**src/rtl/prism_sp_intr_status_unit_if.sv**
```systemverilog
// Host register port and interrupt pulse bundle for the SP interrupt status unit.
// The master side drives pulses and register strobes; the slave returns read data and irq.
interface prism_sp_intr_status_unit_if #(
  parameter int WIDTH = 32
);
  logic [WIDTH-1:0] isr_pulses;
  logic             reg_wr;
  logic             reg_rd;
  logic [1:0]       reg_addr;
  logic [WIDTH-1:0] reg_wdata;
  logic [WIDTH-1:0] reg_rdata;
  logic             reg_rvalid;
  logic             irq;

  modport master (
    output isr_pulses, reg_wr, reg_rd, reg_addr, reg_wdata,
    input  reg_rdata, reg_rvalid, irq
  );

  modport slave (
    input  isr_pulses, reg_wr, reg_rd, reg_addr, reg_wdata,
    output reg_rdata, reg_rvalid, irq
  );
endinterface

```
**src/rtl/prism_sp_intr_status_unit.sv**
```systemverilog
// Sticky interrupt status register with enable mask, W1C/set access and a holdoff
// timer that spaces out re-assertions of the level irq line.
module prism_sp_intr_status_unit #(
  parameter int WIDTH         = 32,
  parameter int HOLDOFF_WIDTH = 16
) (
  input logic                         clk,
  input logic                         rst,
  prism_sp_intr_status_unit_if.slave  bus
);

  typedef enum logic {IDLE, ASSERT} state_t;

  localparam logic [1:0] ADDR_ISR     = 2'd0;
  localparam logic [1:0] ADDR_IER     = 2'd1;
  localparam logic [1:0] ADDR_ISR_SET = 2'd2;
  localparam logic [1:0] ADDR_HOLDOFF = 2'd3;

  state_t                   state, state_nxt;
  logic [WIDTH-1:0]         isr, ier, isr_nxt, rd_mux;
  logic [HOLDOFF_WIDTH-1:0] holdoff, hcnt;
  logic [WIDTH-1:0]         rdata;
  logic                     rvalid;
  logic                     wr_isr, wr_ier, wr_set, wr_hold;
  logic                     pending, irq_fall;

  assign wr_isr  = bus.reg_wr && (bus.reg_addr == ADDR_ISR);
  assign wr_ier  = bus.reg_wr && (bus.reg_addr == ADDR_IER);
  assign wr_set  = bus.reg_wr && (bus.reg_addr == ADDR_ISR_SET);
  assign wr_hold = bus.reg_wr && (bus.reg_addr == ADDR_HOLDOFF);

  // Clear is applied first so that any same-cycle set wins the collision.
  always_comb begin
    isr_nxt = isr;
    if (wr_isr) isr_nxt = isr_nxt & ~bus.reg_wdata;
    isr_nxt = isr_nxt | bus.isr_pulses;
    if (wr_set) isr_nxt = isr_nxt | bus.reg_wdata;
  end

  assign pending = |(isr & ier);

  always_comb begin
    rd_mux = '0;
    unique case (bus.reg_addr)
      ADDR_ISR:     rd_mux = isr;
      ADDR_IER:     rd_mux = ier;
      ADDR_ISR_SET: rd_mux = '0;
      ADDR_HOLDOFF: rd_mux = WIDTH'(holdoff);
      default:      rd_mux = '0;
    endcase
  end

  always_comb begin
    state_nxt = state;
    unique case (state)
      IDLE:    if (pending && (hcnt == '0)) state_nxt = ASSERT;
      ASSERT:  if (!pending) state_nxt = IDLE;
      default: state_nxt = IDLE;
    endcase
  end

  assign irq_fall = (state == ASSERT) && (state_nxt == IDLE);

  always_ff @(posedge clk) begin
    if (rst) state <= IDLE;
    else     state <= state_nxt;
  end

  // The holdoff value is sampled only on the falling edge of irq, so a HOLDOFF
  // write never disturbs a countdown already in flight.
  always_ff @(posedge clk) begin
    if (rst) begin
      isr     <= '0;
      ier     <= '0;
      holdoff <= '0;
      hcnt    <= '0;
      rdata   <= '0;
      rvalid  <= 1'b0;
    end else begin
      isr <= isr_nxt;
      if (wr_ier)  ier     <= bus.reg_wdata;
      if (wr_hold) holdoff <= bus.reg_wdata[HOLDOFF_WIDTH-1:0];
      if (irq_fall)          hcnt <= holdoff;
      else if (hcnt != '0)   hcnt <= hcnt - HOLDOFF_WIDTH'(1);
      rvalid <= bus.reg_rd;
      if (bus.reg_rd) rdata <= rd_mux;
    end
  end

  assign bus.reg_rdata  = rdata;
  assign bus.reg_rvalid = rvalid;
  assign bus.irq        = (state == ASSERT);

endmodule

```
**src/flat_wrapper.sv**
```systemverilog
// flat-port wrapper written by rule: the top's interface ports become plain ports
module prism_sp_intr_status_unit_flat 
#(
  parameter int WIDTH         = 32,
  parameter int HOLDOFF_WIDTH = 16
)
  (clk, rst, bus_isr_pulses, bus_reg_wr, bus_reg_rd, bus_reg_addr, bus_reg_wdata, bus_reg_rdata, bus_reg_rvalid, bus_irq);
  prism_sp_intr_status_unit_if #(.WIDTH(WIDTH)) bus_i ();
  input logic clk;
  input logic rst;
  input wire logic [$bits(bus_i.isr_pulses)-1:0] bus_isr_pulses;
  input wire logic [$bits(bus_i.reg_wr)-1:0] bus_reg_wr;
  input wire logic [$bits(bus_i.reg_rd)-1:0] bus_reg_rd;
  input wire logic [$bits(bus_i.reg_addr)-1:0] bus_reg_addr;
  input wire logic [$bits(bus_i.reg_wdata)-1:0] bus_reg_wdata;
  output wire logic [$bits(bus_i.reg_rdata)-1:0] bus_reg_rdata;
  output wire logic [$bits(bus_i.reg_rvalid)-1:0] bus_reg_rvalid;
  output wire logic [$bits(bus_i.irq)-1:0] bus_irq;
  assign bus_i.isr_pulses = bus_isr_pulses;
  assign bus_i.reg_wr = bus_reg_wr;
  assign bus_i.reg_rd = bus_reg_rd;
  assign bus_i.reg_addr = bus_reg_addr;
  assign bus_i.reg_wdata = bus_reg_wdata;
  assign bus_reg_rdata = bus_i.reg_rdata;
  assign bus_reg_rvalid = bus_i.reg_rvalid;
  assign bus_irq = bus_i.irq;
  prism_sp_intr_status_unit #(.WIDTH(WIDTH), .HOLDOFF_WIDTH(HOLDOFF_WIDTH)) u_core (.clk(clk), .rst(rst), .bus(bus_i));
endmodule
```
**config.mk**
```make
export PLATFORM = sky130hd
export DESIGN_NAME = prism_sp_intr_status_unit_flat
export DESIGN_NICKNAME = d
export VERILOG_FILES = /design/src/rtl/prism_sp_intr_status_unit_if.sv /design/src/rtl/prism_sp_intr_status_unit.sv /design/src/flat_wrapper.sv
export SDC_FILE = /design/constraint.sdc
export NUM_CORES = 1
export LEC_CHECK = 0
export CORE_ASPECT_RATIO = 0.5
export CORE_MARGIN = 2
export CORE_UTILIZATION = 29
export DETAILED_ROUTE_END_ITERATION = 8
export MAX_ROUTING_LAYER = met4
export PLACE_DENSITY = 0.57
export SKIP_CTS_REPAIR_TIMING = 1
export SLEW_MARGIN = 20
export SYNTH_ARGS = -nofsm -noshare
export SYNTH_HDL_FRONTEND = slang
export SYNTH_SLANG_ARGS = --single-unit
```
**constraint.sdc**
```tcl
create_clock -name clk -period 5.5 [get_ports clk]
set_clock_uncertainty 0.15 [all_clocks]
set_input_delay 0.55 -clock clk [delete_from_list [all_inputs] [get_ports clk]]
set_output_delay 0.55 -clock clk [all_outputs]
set_load 0.03 [all_outputs]
```
* After elaboration in Yosys (flattened, before gate mapping)
Cells that the tools add are included.
Operators by class: add/sub/neg operators 1, multipliers 0, divide/modulo/power cells 0, $lt $le $gt $ge 0, equal/unequal tests 3, shift-type cells 0, mux-type cells 8, bitwise gates (word level) 7, reduce and logical (&&, ||, !) cells 11
Operators by type and width (number):
- 32-bit case mux with 4 select lines | 1
- 32-bit AND | 2
- 32-bit two-way mux | 2
- 32-bit bitwise OR | 2
- 16-bit two-way mux | 2
- 32-bit inverter | 1
- 32-bit OR reduction | 1
- 16-bit zero test | 1
- 16-bit nonzero test | 1
- 16-bit by 1-bit subtractor with 16-bit output (second input constant) | 1
- 1-bit logical AND | 6
- 2-bit equality test (second input constant) | 2
- 2-bit by 1-bit equality test with 1-bit output (second input constant) | 1
- 2-bit zero test | 1
- 1-bit two-way mux | 2
- 1-bit inverter | 2
- 1-bit case mux with 2 select lines | 1
- 2-bit nonzero test | 1
Storage, ports and cells: flip-flop bits (word level) 130, bits in latches 0, memory bits (writable) 0, bits in read-only memories 0, input port bits 70, memories kept 0

* Longest topological paths before layout
Gate-level depths: netlist of run 1.
depth after elaboration 8, depth in mapped cells 8, depth with buffers taken out 7

* Least setup slack after synthesis of run 1
OpenSTA, ideal clock, no wires.
path kind flip-flop to flip-flop, from register u_core.hcnt[0], to register u_core.hcnt[14], library setup time 134 ps, arrival 1956 ps, data required time 5216 ps, path slack 3260 ps, stages on the path, launching flop included 9, cells stage by stage dfxtp_1 > inv_1 > ha_1 > or3b_2 > clkbuf_1 > nor4b_1 > mux2_1 > a31oi_1 > a211oi_1
On the way: longest elaborated chain between the ends 7
Ends and longest elaborated chain:
- start: declaration | line prism_sp_intr_status_unit.sv:21 | logic [HOLDOFF_WIDTH-1:0] holdoff, hcnt;
- start signal: assignment | line prism_sp_intr_status_unit.sv:83 | if (irq_fall) hcnt <= holdoff;
- start signal: assignment | line prism_sp_intr_status_unit.sv:84 | else if (hcnt != '0) hcnt <= hcnt - HOLDOFF_WIDTH'(1);
- parallel branches: the longest is 7 deep, another holds 16-bit by 1-bit subtractor with 16-bit output
Several ways; the timed one is not identified. The select of a mux whose other input is x is not followed. A chain may end at the register's enable or synchronous reset.

* Worst setup path after layout of run 1
from register u_core.hcnt[0], to register u_core.hcnt[1]
The elaborated chain is that of the path after synthesis.

==> reports/metrics.cfg, run 1 <==
[hold_path]
min_from=u_core.holdoff[11]
hp-class=reg2reg

[clock_network]
cts-root-buf=clkbuf_16
clk_pin_slew_ns=0.06
cts_buffers=17
htree_num_levels=4
cts.sink_count=130
clk_latency_ns=0.41
clockBufferDepth=2
cts_tree=yes

[yosys]
avgSynthCellArea_sq_um=8.634
synth-async-reset-ratio=0
synth_seq_cells=130
syn-cell-area_sq_um=5888
netlist_instances=682
synth_area_leaders=dfxtp_1 44%, nand2_1 6.2%, mux2_2 6.1%, a21oi_1 5.8%, a311oi_1 4.8%
synth_edf_count=0
ys.flop_type=dfxtp_1
yosysWarnings=0
yosysTopAreaCell=dfxtp_1
syn_nets=753
synth_common_cells=130 x dfxtp_1, 97 x nand2_1, 71 x nor2_1
yosysSeqAreaShare=0.4420
ys_types=45
yosysMostFrequentCell=dfxtp_1
netlist.area_leader.share=0.4420

[grt]
grt_max_degree=97
grt_pass1_wl_mm=28.61
gr-usage-all-layers=0.1748
use_met2=0.2641
grt_pass1_vias=5005
gr-max-usage-layer=met2
grt_overflow=0
antenna_found_initial=0
gr-usage-met3=0.02776
global_route.usage.met1=0.2408

[setup_path]
startpoint=u_core.hcnt[0]
worst_setup_path_end_kind=register
worst-path-max-fanout=17
worstPathRequired_ns=5.69
cp.arrival_ns=2.90
path_cells=inv_1 -> ha_1 -> or3b_2 -> nor4_4 -> nor2b_1 -> a211o_1 -> mux2i_1
worstSetupPathType=reg2reg
slowest_delay_ns=0.82
reg2reg_from=u_core.hcnt[0]
start_kind=register
critPathSlowestCell=nor4_4

[timing]
min_period_over_period=0.4930
finalHoldViolCount=0
finalSetupViolCount=0
rsz0062_at_grt=no
worst_pin_slew_ns=1.062
fin_tns_setup_ns=0
max_slew_margin=0.2923
period_minus_slack_ns=2.712
slew_violations=0
fmax_mhz=368.8

[drt]
vias_per_cell=5.178
wl_per_cell_um=17.47
vias=5313
dr.first_iter.drc_count=388
route.detailed.drc=0
ant_nets=0
drt_wl_total_mm=17.93
detail_route.first_pass.iterations=4

[finish]
insertedDiodeCount=0
area_growth_pct=30.15
layoutNonFillerInstCount=1026
nets=820
layout-drive-gt1-share=0.1013

[placed_design]
port_buffers=103
dp_hpwl_mm=11.93
gp_congestion=0.7942
dpl.cell_count=996

[die]
rows=36
chipHeight_um=104.8
initial_utilization=0.2991
dieArea_sq_um=21530
dieWidth_um=205.5
io_pins=104
core_area_sq_um=19680

[status]
outcome=complete, no violations

[power]
leakagePower_nw=2.640
report.power.total_mw=2.915
vdd_drop_max_mv=0.2509
power.density_nw_per_um2=380.4

[flow_run]
cap_violations=0

==> worst max-delay path: cells and delay by family, from the launching register on <==
kind                     cells  cell delay (ns)
AO/OA/AOI/OAI                1             0.29
AND/OR/NAND/NOR              3             1.50
adder cells (fa/ha/maj)      1             0.18
flip-flops                   1             0.34
multiplexers                 1             0.11
buffers and inverters        1             0.07
==> state kept, by name (all words and copies together), names as in the netlist <==
name	flops
u_core.bus.reg_rdata	32
u_core.ier	32
u_core.isr	32
u_core.hcnt	16
u_core.holdoff	16
u_core.bus.irq	1
u_core.bus.reg_rvalid	1
==> logic make-up (layout without fill, tap and decap cells) <==
logic type	count (synthesis)	in the layout	share of synthesized area
flops	130	130	0.4420
mux	35	35	0.06651
xor+xnor	12	12	0.01785
buf+inv	66	144	0.04335
simple gates	238	238	0.1885
compound gates	200	200	0.2397
fa+ha+maj	1	1	0.002125
==> placed cells by master, fill, tap and decap left out, types with 4 or more instances in the layout <==
master / count
dfxtp_1: 130
clkdlybuf4s50_1: 100
nand2_1: 97
nor2_1: 70
a21oi_1: 68
a21boi_0: 32
a311oi_1: 32
mux2_2: 32
nor2b_1: 30
a22oi_1: 24
a211oi_1: 17
clkbuf_16: 17
nand4_1: 13
xnor2_1: 11
o41ai_1: 10
buf_4: 8
clkbuf_1: 5
inv_1: 4
a22o_1: 4
a221oi_1: 4
or4_1: 4
clkbuf_8: 4
==> path summary, 6_finish.rpt <==
kind / slack (ns) / to / depth (start not counted)
setup / recovery: 2.79 / u_core.hcnt[1] / 7
hold / removal: 0.31 / u_core.holdoff[11] / 2
setup reg to reg: 2.79 / u_core.hcnt[1] / 7
hold reg to reg: 0.31 / u_core.holdoff[11] / 2
==> final cells by class <==
type,instances,area (sq um)
fill,1961,12020
multi-input combinational,486,3045
sequential,130,2603
timing repair buffer,110,1071
clock buffer,26,499.2
tap,266,332.8
clock inverter,4,97.59
inverter,4,15.01
==> metal layers <==
| layer | part of all wire | routed length [um] |
|---|---|---|
| met1 | 0.49 | 8847 |
| met5 | 0 | 0 |
| met3 | 0.034 | 615 |
| met4 | 0.0062 | 112 |
| met2 | 0.47 | 8354 |
==> power breakdown <==
group	internal, mW	leakage [nW]	switching (mW)
logic	0.291	1.29	0.354
clock network	0.757	0.287	0.399
registers	1.03	1.07	0.0810
total	2.08	2.64	0.834
==> metrics by stage <==
stage	cell area [sq um]	worst slack, ns	hold slack [ns]	utilization
global placement	7067	2.523	0.3045	0.3590
detailed placement	7067	2.464	0.3069	0.3590
global route	7664	2.643	0.3330	0.3893
CTS	7664	2.778	0.3150	0.3893
finish	7664	2.788	0.3136	0.3893
floorplan	5888	3.260	0.2913	-
No activity file was read; power rests on OpenSTA's default activity.
==> run 2: changes to the inputs <==
--- a/config.mk
+++ b/config.mk
@@ -10,7 +10,7 @@
 export CORE_UTILIZATION = 29
 export DETAILED_ROUTE_END_ITERATION = 8
 export MAX_ROUTING_LAYER = met4
-export PLACE_DENSITY = 0.57
+export PLACE_DENSITY = 0.59
 export SKIP_CTS_REPAIR_TIMING = 1
 export SLEW_MARGIN = 20
 export SYNTH_ARGS = -nofsm -noshare
==> constraint.sdc (replaced) <==
create_clock -name clk -period 2.3 [get_ports clk]
set_clock_uncertainty 0.15 [all_clocks]
set_input_delay 0.23 -clock clk [delete_from_list [all_inputs] [get_ports clk]]
set_output_delay 0.23 -clock clk [all_outputs]
set_load 0.03 [all_outputs]
==> run 2 against run 1 <==
Worst setup slack worse by 2.6 ns. Sequential share of layout area is 1.3 points lower. Wire length is 0.20% lower. Global-route usage is 0.066 points higher. Sequential cell count stayed put. Core utilization is 1.6 points higher. Sequential power is 140% higher. Die area stayed put. Final area is 4.0% higher. Maximum frequency is 26% higher. Total power is 150% higher. Clock power is 150% higher. Largest cell class unchanged. Largest power group unchanged. Highest routed layer unchanged.
==> reports/metrics.cfg, run 2 (synthesis results as in run 1) <==
[placed_design]
gp_congestion=0.8180  ; +3.0%
port_buffers=103  ; unchanged
dp_hpwl_mm=12.62  ; +5.8%

[clock_network]
cts.sink_count=130  ; unchanged
clk_pin_slew_ns=0.06  ; about the same
cts_buffers=17  ; unchanged
clockBufferDepth=2  ; unchanged
cts_tree=yes
htree_num_levels=4  ; unchanged
clk_latency_ns=0.41  ; about the same
cts-root-buf=clkbuf_16

[die]
rows=36  ; unchanged
dieArea_sq_um=21530  ; unchanged
io_pins=104  ; unchanged
initial_utilization=0.2991  ; unchanged
chipHeight_um=104.8  ; unchanged
dieWidth_um=205.5  ; unchanged
core_area_sq_um=19680  ; unchanged

[setup_path]
r2r_end=u_core.hcnt[3]
worstPathRequired_ns=2.50  ; -3.19 ns
critPathBufInv=1  ; unchanged
crit_family=compound AO/OA/AOI/OAI gates
worstSetupPathType=reg2reg
worst_setup_path_end_kind=register
r2r_slack_ns=0.15  ; -2.63 ns
reg2reg_from=u_core.isr[23]
critPathSlowestCell=a221oi_1
worst-path-max-fanout=13  ; -4
path_cells=a22o_1 -> a221oi_1 -> nand3_1 -> nor3_1 -> buf_4 -> mux2i_1
start_kind=register
slowest_delay_ns=0.40  ; -0.42 ns
r2r_cells=6  ; -1
cp.arrival_ns=2.34  ; -0.56 ns

[finish]
insertedDiodeCount=0  ; unchanged
fin_util=0.4050  ; +0.01570
area_growth_pct=35.40
n_fill_cell=1934  ; -1.4%
layout_common_cells=130 x dfxtp_1, 100 x clkdlybuf4s50_1, 97 x nand2_1, 70 x nor2_1, 68 x a21oi_1
layout_commonest_cell=dfxtp_1
nets=843  ; +2.8%
regArea_sq_um=2603  ; unchanged
layout-drive-gt1-share=0.1376  ; +0.03626
multi_input_area_sq_um=3069  ; +0.78%

[hold_path]
hp-class=in2reg
min_from=rst
holdPathEnd=u_core.isr[8]
holdPathStages=2  ; unchanged

[grt]
grt_overflow=0  ; unchanged
antenna_found_initial=0  ; unchanged
grt_max_degree=53  ; -45%
grt_pass1_wl_mm=28.74  ; +0.43%
grt_pass1_vias=5371  ; +7.3%
gr-usage-all-layers=0.1754  ; +0.0006560

[power]
vdd_drop_max_mv=0.6075  ; +140%
leakagePower_nw=2.798  ; +6.0%
power.density_nw_per_um2=910.4  ; +140%

[drt]
vias=5409  ; +1.8%
vias_per_cell=5.147  ; -0.61%
highest_layer=met4
wl_met1_mm=8.379  ; -5.3%
dr.first_iter.drc_count=408  ; +5.2%
route.detailed.drc=0  ; unchanged
wl_per_cell_um=17.02  ; -2.6%
drt_wl_total_mm=17.89  ; -0.20%
ant_nets=0  ; unchanged
route.met2.wl_mm=8.321  ; -0.40%
route.met3.wl_um=929  ; +51%
detail_route.first_pass.iterations=5  ; +1

[timing]
holdWs_ns=0.1224  ; -0.1912 ns
finalSetupViolCount=0  ; unchanged
period_minus_slack_ns=2.146  ; -0.5661 ns
fin_tns_setup_ns=0  ; unchanged
worst_pin_slew_ns=0.7098  ; -0.3518 ns
finalHoldViolCount=0  ; unchanged
slew_violations=0  ; unchanged
fmax_mhz=466.1  ; +26%
max_slew_margin=0.5268  ; +0.2345
min_period_over_period=0.9328  ; +0.4398

[flow_run]
cap_violations=0  ; unchanged

[status]
outcome=complete, no violations

run 2: changes by cell type in the layout (fill, tap and decap cells not counted), sizes merged:
cell	delta
clkinv	+3
clkinvlp	+1
buf	+23
clkbuf	-3
bufinv	+1
run 2: how the worst max path moves through the flow:
| stage | start | end | slack (ns) | depth (start not counted) |
|---|---|---|---|---|
| after floorplan | u_core.hcnt[0] | u_core.hcnt[14] | 0.06 | 8 |
| after global placement | u_core.hcnt[0] | u_core.hcnt[14] | 0.12 | 7 |
| after detailed placement | u_core.hcnt[0] | u_core.hcnt[14] | 0.01 | 7 |
| after CTS | u_core.hcnt[0] | u_core.hcnt[14] | -0.001 | 7 |
| after global routing | u_core.hcnt[0] | u_core.hcnt[15] | -0.01 | 5 |
| final | u_core.isr[23] | u_core.hcnt[3] | 0.15 | 6 |
run 2: report_power, final:
group,internal (mW),switching [mW]
Sequential,2.47,0.191
Combinational,0.843,0.886
Clock,1.87,0.998
run 2: final cells by class:
cell class,count,area share
timing repair buffer,133,0.1670
clock buffer,23,0.05869
tap,266,0.04175
multi-input combinational,486,0.3850
clock inverter,9,0.01930
inverter,4,0.001883
sequential,130,0.3264
run 2: layer usage:
metal,global-route usage,vias to the layer above
li1,-,2648
met1,0.2293,2611
met2,0.2749,129
met3,0.02932,21
met4,0.05961,0
met5,-,-
run 2: worst reg2reg max path, cell delays in order (launching register included):
cell,delay (ns)
dfxtp_1,0.34
a22o_1,0.23
a221oi_1,0.40
nand3_1,0.31
nor3_1,0.21
buf_4,0.25
mux2i_1,0.19
run 2: per-stage QoR:
stage / instance area (sq um) / power (mW) / worst slack (ns) / instances
2_1_floorplan: 5888 / 3.822 / 0.05995 / 682
3_3_place_gp: 7322 / 4.331 / 0.1157 / 1019
3_5_place_dp: 7322 / 4.364 / 0.01013 / 1019
4_1_cts: 7944 / 7.242 / -0.001237 / 1051
5_1_grt: 7973 / 7.621 / -0.01198 / 1051
6_report: 7973 / 7.258 / 0.1545 / 1051
